<file path="src/rtl/mem_port_arbiter_pkg.sv">
// Shared types and default widths for the unified memory port.
// Also used by the datapath and memory models.
package mem_port_arbiter_pkg;

  localparam int DEF_ADDR_W = 32;
  localparam int DEF_DATA_W = 32;

  typedef enum logic [1:0] {
    IDLE  = 2'd0,
    DATA  = 2'd1,
    FETCH = 2'd2
  } arb_state_t;

  typedef enum logic {
    GNT_FETCH = 1'b0,
    GNT_DATA  = 1'b1
  } grant_t;

endpackage

</file>
<file path="src/rtl/mem_port_arbiter.sv">
// Fetch / data arbiter in front of one single-port, variable-latency memory.
// Holds one fetched instruction and the last load result.
module mem_port_arbiter
  import mem_port_arbiter_pkg::*;
#(
  parameter int ADDR_W = DEF_ADDR_W,
  parameter int DATA_W = DEF_DATA_W
) (
  input  logic              clk,
  input  logic              rst,
  input  logic [ADDR_W-1:0] if_addr,
  input  logic              if_take,
  input  logic              if_flush,
  output logic [DATA_W-1:0] instr_o,
  output logic              instr_valid,
  input  logic              d_req,
  input  logic              d_we,
  input  logic [ADDR_W-1:0] d_addr,
  input  logic [DATA_W-1:0] d_wdata,
  output logic [DATA_W-1:0] d_rdata,
  output logic              d_done,
  output logic              stall_fetch,
  output logic              stall_mem,
  output logic              mem_req,
  output logic              mem_we,
  output logic [ADDR_W-1:0] mem_addr,
  output logic [DATA_W-1:0] mem_wdata,
  input  logic [DATA_W-1:0] mem_rdata,
  input  logic              mem_ready
);

  arb_state_t state;
  grant_t     last_grant;
  logic       drop;

  logic cand_d;
  logic cand_f;
  logic pick_d;

  // d_req in the d_done cycle still belongs to the finished access
  assign cand_d = d_req & ~d_done;
  assign cand_f = ~instr_valid & ~if_flush;
  assign pick_d = cand_d &
                  (~cand_f | (last_grant == GNT_FETCH));

  assign stall_fetch = ~instr_valid;
  assign stall_mem   = d_req & ~d_done;

  always_ff @(posedge clk) begin
    if (rst) begin
      state       <= IDLE;
      last_grant  <= GNT_FETCH;
      drop        <= 1'b0;
      instr_valid <= 1'b0;
      instr_o     <= '0;
      d_rdata     <= '0;
      d_done      <= 1'b0;
      mem_req     <= 1'b0;
      mem_we      <= 1'b0;
      mem_addr    <= '0;
      mem_wdata   <= '0;
    end else begin
      d_done <= 1'b0;
      if (if_take | if_flush)
        instr_valid <= 1'b0;
      unique case (state)
        IDLE: begin
          if (pick_d) begin
            state     <= DATA;
            mem_req   <= 1'b1;
            mem_we    <= d_we;
            mem_addr  <= d_addr;
            mem_wdata <= d_wdata;
          end else if (cand_f) begin
            state    <= FETCH;
            mem_req  <= 1'b1;
            mem_we   <= 1'b0;
            mem_addr <= if_addr;
            drop     <= 1'b0;
          end
        end
        DATA: begin
          if (mem_ready) begin
            state      <= IDLE;
            mem_req    <= 1'b0;
            d_rdata    <= mem_rdata;
            d_done     <= 1'b1;
            last_grant <= GNT_DATA;
          end
        end
        FETCH: begin
          // a redirected fetch still finishes on the bus, result discarded
          if (mem_ready) begin
            state      <= IDLE;
            mem_req    <= 1'b0;
            last_grant <= GNT_FETCH;
            drop       <= 1'b0;
            if (!(drop | if_flush)) begin
              instr_o     <= mem_rdata;
              instr_valid <= 1'b1;
            end
          end else if (if_flush) begin
            drop <= 1'b1;
          end
        end
        default: state <= IDLE;
      endcase
    end
  end

endmodule

</file>
<file path="config.mk">
export PLATFORM = sky130hd
export DESIGN_NAME = mem_port_arbiter
export DESIGN_NICKNAME = d
export VERILOG_FILES = /design/src/rtl/mem_port_arbiter_pkg.sv /design/src/rtl/mem_port_arbiter.sv
export SDC_FILE = /design/constraint.sdc
export NUM_CORES = 1
export LEC_CHECK = 0
export CAP_MARGIN = 20
export CORE_ASPECT_RATIO = 0.5
export CORE_MARGIN = 8
export CORE_UTILIZATION = 42
export CTS_CLUSTER_SIZE = 14
export DETAILED_ROUTE_END_ITERATION = 10
export PLACE_DENSITY_LB_ADDON = 0.12
export SYNTH_ARGS = -nofsm -noshare
export SYNTH_HDL_FRONTEND = slang
export SYNTH_SLANG_ARGS = --single-unit
</file>
<file path="constraint.sdc">
create_clock -name clk -period 1.8 [get_ports clk]
set_input_delay 0.36 -clock clk [delete_from_list [all_inputs] [get_ports clk]]
set_output_delay 0.36 -clock clk [all_outputs]
set_load 0.05 [all_outputs]
</file>
==> impl_results.md <==
* Via density at 5.103
* Worst skew pair latency at 0.41 ns
* Design Area, Final at 0.009415 mm^2
* Drc violations at 0
* Synth top area share at 44.44%
* Mux share of post-synthesis cell area at 5.391%
* CP Max Fanout at 7
* Maxcap violations at 0
* RSZ-0062 raised after global routing: no
* CTS Root Cell: clkbuf_16
* Dpl hpwl at 14500 um
* Post-Syn Area at 0.006127 mm^2
* Final period util at 96.68%
* Final Power at 9.542 mW
* Vias at 5981
* Post-synthesis sequential area ratio at 44.44%
* H-Tree Depth at 4
* Synth Area in XOR/XNOR at 0%
* Fin util at 65.61%
* Post-synthesis register bit count at 136
* Post-DP Area at 0.008838 mm^2
* Final WL at 20160 um
* Global-route total usage across every layer at 20.56%
* 1st-pass router iterations at 4
* Post-synth EDFFs at 0
* Post-synthesis adder-cell area fraction at 0.8168%
* Lkg Pwr at 3.865 nW
* Yosys top cell by area: dfxtp_1
* Gpl congestion at 0.7731
* Slew Limit Fails at 0
* Final Skew at 0.01437 ns
* Diodes inserted at 0
* Peak VDD IR at 614.2 uV
* Fmax at 574.6 MHz
* Maximum root-to-sink buffer count at 2
* Most common cell after layout, fill and taps aside: nand2_1
* Least-Margin Pin Slew at 0.3572 ns
* Final nets at 1100
* Crit path time final at 1.740 ns
* Clk sinks at 136
* Die Span Y at 101.4 um
* Synth Area in Compound Gates at 22.07%
* Layout cells sized above 1 at 25.87%
* Remaining antenna violation count at 0
* Syn Inst Count at 700
* Yosys Warn Count at 0
* Final setup vio count at 0
* Tightest hold margin at 0.3210 ns
* Number of global-route vias before repair at 6052
* Setup crit end kind: output pin
* Power density over cell area at 1013 mW/mm^2
* Port Buffers at 268
* Avg Inst Size Synth at 8.753 um^2
* Io pins at 269
* Synth top area cells: dfxtp_1 44%, nand2_1 12%, a221oi_2 7.6%
* Core area at 0.01435 mm^2
* Die ar. at 0.01894 mm^2
* Starting Density at 42.69%
* Outcome: completed
* Worst Path Required at 1.44 ns
* Post-synth ARST share at 0%
* Largest net degree at the start of global routing at 69
* Layout Area Growth over Synthesis at 53.67%
* Setup Crit Path Kind: primary input to output pin
* Post-synth cell types at 43
* Chip width at 186.8 um
* Predominant post-synthesis flop cell: dfxtp_1
* Fin. Hold Viols at 0
* First-pass GRT wire length at 31950 um
* CTS tree: built
* Min-delay worst type: primary input to flop
* DRT iter0 DRCs at 260
* Aggregate global routing overflow at 0
* Synthesized Nets at 839
* # rows at 31
* Leading cell types in the layout, fill and taps excluded: 195 x nand2_1, 165 x buf_4, 135 x dfxtp_1
* Num CTS Buffers at 17
* Simple-Gate Fraction of Synth Area at 18.97%
* Clk slew on worst S/H paths at 0.07 ns
* Nature of the critical path startpoint: primary input
* Routed WL per cell at 17.20 um
* Worst rel slew slack at 75.88%
* TNS Setup at 0 ns
* Worst EP arrival at 1.38 ns
* Largest family of logic cells by synthesized area: compound AO/OA/AOI/OAI gates
* Antenna violations before repair at 0
==> registers in the layout, summed over array words and instances (netlist names), 2 cells and up <==
signal / flops
state: 2
instr_o: 32
d_rdata: 32
mem_addr: 32
mem_wdata: 32
==> stage by stage <==
stage | setup slack [ns] | cells
after global placement | -0.2091 | 1140
after floorplan | 0.1107 | 700
after CTS | 0.04046 | 1172
after global routing | 0.01631 | 1172
after detailed placement | -0.2353 | 1140
final | 0.05971 | 1172
==> path summary, 6_finish.rpt <==
kind | from | endpoint | slack (ns) | depth (start not counted)
max reg2reg | instr_valid$_SDFF_PP0_ | mem_addr[11]$_SDFFE_PP0P_ | 0.20 | 4
min | rst | d_rdata[20]$_SDFFE_PP0P_ | 0.32 | 2
max | d_req | stall_mem | 0.06 | 5
min reg2reg | d_rdata[24]$_SDFFE_PP0P_ | d_rdata[24]$_SDFFE_PP0P_ | 0.45 | 2
==> power by group <==
part / leakage (nW) / switching [mW] / internal, mW
clock network: 0.281 / 1.52 / 1.87
logic: 2.47 / 1.68 / 1.07
registers: 1.11 / 0.132 / 3.26
==> kinds of logic (layout without fill, tap and decap cells) <==
| kind of cell | count (synthesis) | after routing |
|---|---|---|
| buffers and inverters | 107 | 381 |
| flip-flops | 136 | 136 |
| adder cells (fa/ha/maj) | 4 | 4 |
| AND/OR/NAND/NOR | 247 | 247 |
| multiplexers | 33 | 33 |
| AO/OA/AOI/OAI | 173 | 173 |
==> Yosys cell counts (all sizes together), types with 2 or more instances <==
cell / instances
a221oi: 64
nor2: 5
nor3b: 2
a21oi: 67
nor3: 2
nand2b: 2
and3b: 32
mux2i: 33
buf: 37
nand3: 2
o21ai: 33
clkbuf: 31
inv: 39
nand2: 195
dfxtp: 136
nor4bb: 2
ha: 4
a32o: 2
==> area by class of cell <==
| type | count | area, um^2 |
|---|---|---|
| Clock inverter | 14 | 130.1 |
| Clock buffer | 18 | 439.2 |
| Sequential cell | 136 | 2724 |
| Multi-Input combinational cell | 457 | 2915 |
| Inverter | 39 | 148.9 |
| Tap cell | 198 | 247.7 |
| Timing Repair Buffer | 310 | 2810 |
| Fill cell | 1225 | 4936 |
==> timing repair <==
item                                    CTS  global route
hold buffers                              0             0
resized for setup                         1             1
buffers inserted                          0             0
endpoints found under the setup margin    1             1
==> critical path, cell delays in order <==
cell             delay [ns]
clkdlybuf4s50_1        0.53
nand2b_4               0.13
inv_4                  0.09
buf_4                  0.13
buf_12                 0.13
==> routing by layer <==
metal / up-vias / GRT usage, % / routed length [um] / part of all wire [%]
li1: 2944 / - / - / -
met1: 2856 / 25.06 / 8861 / 44
met2: 171 / 35.31 / 9584 / 48
met3: 10 / 6.942 / 1606 / 8.0
met4: 0 / 4.184 / 110 / 0.55
met5: - / 0 / 0 / 0
(Power assumes the default switching activity.)
